[src/rtl/phase_timer_pkg.sv]
// Shared types and constants for the phase countdown timer and its traffic-light users.
package phase_timer_pkg;

  typedef enum logic [1:0] {
    IDLE   = 2'd0,
    RUN    = 2'd1,
    EXPIRE = 2'd2
  } timer_state_t;

  localparam int DEF_CNT_W       = 8;
  localparam int DEF_SHORT_SEC   = 5;
  localparam int DEF_SYNC_STAGES = 2;

  // Phase lengths the traffic-light FSM loads into duration.
  localparam logic [DEF_CNT_W-1:0] GREEN_SEC  = 8'd30;
  localparam logic [DEF_CNT_W-1:0] YELLOW_SEC = 8'd4;
  localparam logic [DEF_CNT_W-1:0] RED_SEC    = 8'd25;
  localparam logic [DEF_CNT_W-1:0] WALK_SEC   = 8'd12;

endpackage

[src/rtl/edge_sync.sv]
// Synchronises an asynchronous level and emits a registered one-cycle pulse per rising edge.
// Levels already high when reset releases are absorbed until the chain has settled.
module edge_sync #(
  parameter int STAGES = 2
) (
  input  logic clk,
  input  logic reset,
  input  logic async_in,
  output logic pulse
);

  logic [STAGES-1:0] sync;
  logic              hist;
  logic [STAGES:0]   armed;

  always_ff @(posedge clk or posedge reset) begin
    if (reset) begin
      sync  <= '0;
      hist  <= 1'b0;
      armed <= '0;
      pulse <= 1'b0;
    end else begin
      sync  <= {sync[STAGES-2:0], async_in};
      hist  <= sync[STAGES-1];
      armed <= {armed[STAGES-1:0], 1'b1};
      // Edges are only trusted once hist reflects a level sampled after reset.
      pulse <= armed[STAGES] & sync[STAGES-1] & ~hist;
    end
  end

endmodule

[src/rtl/phase_timer.sv]
// Loadable seconds countdown driven by the synchronised 1 Hz tick, with pedestrian shorten and hold.
// Priority inside a running phase is load > shorten > tick; done pulses one cycle after expiry.
module phase_timer
  import phase_timer_pkg::*;
#(
  parameter int CNT_W       = DEF_CNT_W,
  parameter int SHORT_SEC   = DEF_SHORT_SEC,
  parameter int SYNC_STAGES = DEF_SYNC_STAGES
) (
  input  logic             clk_100MHz,
  input  logic             reset,
  input  logic             clk_1Hz,
  input  logic             load,
  input  logic [CNT_W-1:0] duration,
  input  logic             shorten,
  input  logic             hold,
  output logic [CNT_W-1:0] remaining,
  output logic             busy,
  output logic             done,
  output logic             tick_1s
);

  localparam logic [CNT_W-1:0] SHORT_V = CNT_W'(SHORT_SEC);
  localparam logic [CNT_W-1:0] ONE     = CNT_W'(1);

  timer_state_t state;

  edge_sync #(.STAGES(SYNC_STAGES)) u_sync (
    .clk      (clk_100MHz),
    .reset    (reset),
    .async_in (clk_1Hz),
    .pulse    (tick_1s)
  );

  always_ff @(posedge clk_100MHz or posedge reset) begin
    if (reset) begin
      state     <= IDLE;
      remaining <= '0;
      busy      <= 1'b0;
      done      <= 1'b0;
    end else begin
      busy <= 1'b0;
      done <= 1'b0;
      if (load) begin
        // A load restarts the phase from any state; zero expires immediately.
        if (duration != '0) begin
          state     <= RUN;
          remaining <= duration;
          busy      <= 1'b1;
        end else begin
          state     <= EXPIRE;
          remaining <= '0;
          done      <= 1'b1;
        end
      end else begin
        case (state)
          RUN: begin
            busy <= 1'b1;
            if (shorten) begin
              if (remaining > SHORT_V) remaining <= SHORT_V;
              if (SHORT_V == '0) begin
                state <= EXPIRE;
                busy  <= 1'b0;
                done  <= 1'b1;
              end
            end else if (tick_1s && !hold) begin
              if (remaining <= ONE) begin
                remaining <= '0;
                state     <= EXPIRE;
                busy      <= 1'b0;
                done      <= 1'b1;
              end else begin
                remaining <= remaining - ONE;
              end
            end
          end
          default: state <= IDLE;
        endcase
      end
    end
  end

endmodule

[config.mk]
export PLATFORM = sky130hd
export DESIGN_NAME = phase_timer
export DESIGN_NICKNAME = d
export VERILOG_FILES = /design/src/rtl/phase_timer_pkg.sv /design/src/rtl/edge_sync.sv /design/src/rtl/phase_timer.sv
export SDC_FILE = /design/constraint.sdc
export NUM_CORES = 1
export LEC_CHECK = 0
export CAP_MARGIN = 20
export CORE_AREA = 2 2 44 46
export CTS_CLUSTER_SIZE = 30
export DETAILED_ROUTE_END_ITERATION = 10
export DIE_AREA = 0 0 46 48
export DONT_BUFFER_PORTS = 1
export PLACE_DENSITY = 0.7
export REMOVE_ABC_BUFFERS = 1
export SYNTH_ARGS = -nofsm -noshare
export SYNTH_HDL_FRONTEND = slang
export SYNTH_SLANG_ARGS = --single-unit
[constraint.sdc]
create_clock -name clk_100MHz -period 2.7 [get_ports clk_100MHz]
set_clock_uncertainty 0.05 [all_clocks]
set_input_delay 0.54 -clock clk_100MHz [delete_from_list [all_inputs] [get_ports clk_100MHz]]
set_output_delay 0.54 -clock clk_100MHz [all_outputs]
set_load 0.1 [all_outputs]
==> impl_results.md <==
- Antenna diode count: 0
- Mapped Avg Cell Area: 10.0 sq um
- Max VDD drop: 488 uV
- Final period demand of the worst path: between 2 and 2.5 ns
- DIE AREA: 2210 sq um
- H-tree Lvls: 1
- RSZ-0062 raised after global routing: no
- Gpl congestion: 0.831
- M2 GR Usage: 28.1%
- Syn. warnings: 0
- Worst-margin pin slew: 0.865 ns
- Buf/Inv on CP: 0
- I/O pin total: 25
- Clock sinks: 19
- Netlist cell types: 36
- DRC Markers: 0
- Seq/Total Area, Yosys: 49.3%
- Vias/cell: around 6.5
- Routed vias: 792
- Grt peak-use layer: met2
- Root buf cell: clkbuf_4
- Max_slew headroom: 42.4%
- Top delay family on crit path: compound AO/OA/AOI/OAI gates
- # fillers: 146
- Seq cells post-synth: 19
- Clock transition at path regs: 0.11 ns
- Asr flop ratio synth: 100%
- Most frequent cells in the layout: 19 x dfrtp_1, 10 x nor2_1, 9 x o21ai_0, 9 x buf_4, 6 x nand2_1
- Post-synth EDFFs: 0
- Final Hold Fails: 0
- CP Data Arrival Time: 2.24 ns
- Routed WL per cell: around 17 um
- First-pass GRT wire length: 2910 um
- Nets: ~120
- CP Class: flop to flop
- Met1 usage: 27.0%
- Worst setup SP type: flop
- CTS resizes: 0
- Hpwl dp: approximately 1500 um
- Met3 Track Usage GR: 3.02%
- Core Util, Final: 62.7%
- Final setup vio count: 0
- Leak Pwr: between 0.4 and 0.5 nW
- CTS tree: done
- Core Box Area: 1690 sq um
- CP max FO: 6
- Post-Syn Area: 965 sq um
- Sequence of cells on the critical path: or4_4, o31ai_1, o21ai_0, a22o_1
- Slowest CP cell: or4_4
- Most used DFF post-synth: dfrtp_1
- Max-Cap Viols: 0
- Post-route setup TNS: 0 ns
- CP peak stage delay: 0.57 ns
- Pin count of the biggest net entering global routing: 21
- Count of input and output buffers: 0
- Worst path required time: 2.84 ns
- Most common cell after layout, fill and taps aside: dfrtp_1
- DRT antenna net count: 0
- P&R area growth vs syn: 9.86%
- CP endpoint kind: flop
- Status: finished, final reports clean
- RR Startpoint: remaining[5]$_DFFE_PP0P_
- GRT Overall Usage: 18.9%
- Final period util: 77.6%
- Initial Util: between 50% and 60%
- Cts hold-fix bufs: 0
- Row cnt: 15
- Die height: roughly 48 um
- F_max: 477 MHz
- Die Span X: 46 um
- DR pass1 iterations: 4
- Vias in the first global route: 652
- Pwr/cell area: around 770 nW/um^2
- Clock Tree Buf Depth: 2
- RR Endpoint: remaining[5]$_DFFE_PP0P_
- Skew-Pair Late Insertion Delay: 0.30 ns
- Hold crit path type: input port to asynchronous set/reset pin
- R2R depth: 4
- CTS Buf Count: 3
- First DRT Iteration DRCs: 16
- GR Overflow Total: 0
- Postcts setup bufs: 0
- Max-slew violations: 0
- WL final: ~2100 um
- Cells after Synth: 96
- Register-to-register path setup slack: between 0.6 and 0.7 ns
- Share of layout cells above drive strength 1: 18.1%
- Initial antenna violation count: 0
## stage by stage
stage	std cells	worst slack, ns	power [mW]	hold WS [ns]	cell area, sq um
4_1_cts	122	0.619	0.821	0.197	1060
2_1_floorplan	92	0.196	0.603	0.281	941
6_report	122	0.605	0.817	0.178	1060
3_5_place_dp	118	0.636	0.672	0.286	1030
5_1_grt	122	0.457	0.854	0.183	1060
3_3_place_gp	118	0.650	0.668	0.282	1030
## sequential cells by signal, indices dropped and copies added (netlist names)
signal        count
u_sync.armed      3
done              1
u_sync.hist       1
u_sync.pulse      1
busy              1
state             2
u_sync.sync       2
remaining         8
## Yosys cell counts, types with 2 or more instances
cell	count	area [sq um]
dfrtp_1	19	475
nor2_1	10	37.5
o21ai_0	9	45.0
nand2_1	6	22.5
o31ai_1	4	30.0
a22o_1	3	26.3
inv_1	3	11.3
nor3_1	3	15.0
or2_2	3	18.8
a21oi_1	2	10.0
a221oi_1	2	17.5
ha_1	2	25.0
nor2b_1	2	12.5
nor3b_1	2	15.0
nor4_1	2	12.5
o21a_1	2	15.0
o2bb2ai_1	2	17.5
o41ai_1	2	17.5
## cell type report
type / instances / area, sq um / area share [%]
inverters: 3 / 11.3 / 1.06
flip-flops and latches: 19 / 475 / 44.9
clock inverters: 1 / 7.51 / 0.708
well taps: 17 / 21.3 / 2.01
repair buffers: 9 / 67.6 / 6.38
clock buffers: 3 / 22.5 / 2.13
multi-input cells: 70 / 454 / 42.9
## power by group
part | total, mW | switching [mW] | leakage [nW] | internal [mW]
clock | 0.148 | 0.0914 | 0.0139 | 0.0564
combinational | 0.334 | 0.254 | 0.215 | 0.0799
sequential | 0.335 | 0.0242 | 0.228 | 0.311
total | 0.817 | 0.370 | 0.457 | 0.447
## worst reg2reg max path, delay by kind of cell (launching register included)
| family | cells | cell delay [ns] |
|---|---|---|
| compound gates | 3 | 0.98 |
| flops | 1 | 0.39 |
| simple gates | 1 | 0.57 |
## worst max path at each step
stage,start,cells after the start,slack (ns),end
2_1_floorplan,remaining[4]$_DFFE_PP0P_,4,0.20,busy$_DFF_PP0_
3_3_place_gp,remaining[5]$_DFFE_PP0P_,4,0.65,busy$_DFF_PP0_
3_5_place_dp,remaining[5]$_DFFE_PP0P_,4,0.64,remaining[3]$_DFFE_PP0P_
4_1_cts,remaining[5]$_DFFE_PP0P_,4,0.62,remaining[3]$_DFFE_PP0P_
5_1_grt,remaining[5]$_DFFE_PP0P_,4,0.46,remaining[3]$_DFFE_PP0P_
6_report,remaining[5]$_DFFE_PP0P_,4,0.60,remaining[5]$_DFFE_PP0P_
## logic make-up (layout without fill, tap and decap cells)
logic type | count (synthesis) | after routing | synth area share, %
multiplexers | 2 | 2 | 2.20
buffers and inverters | 7 | 16 | 3.63
flip-flops | 19 | 19 | 49.3
other | 1 | 1 | 0.389
adder cells (fa/ha/maj) | 2 | 2 | 2.59
AND/OR/NAND/NOR | 35 | 35 | 19.8
AO/OA/AOI/OAI | 30 | 30 | 22.1
## routing by layer
metal / up-vias / share of wire [%]
met5: - / 0
met4: 0 / 1.5
met3: 8 / 5.4
met2: 33 / 44
met1: 372 / 49
li1: 379 / -
No activity file was read; power rests on OpenSTA's default activity.
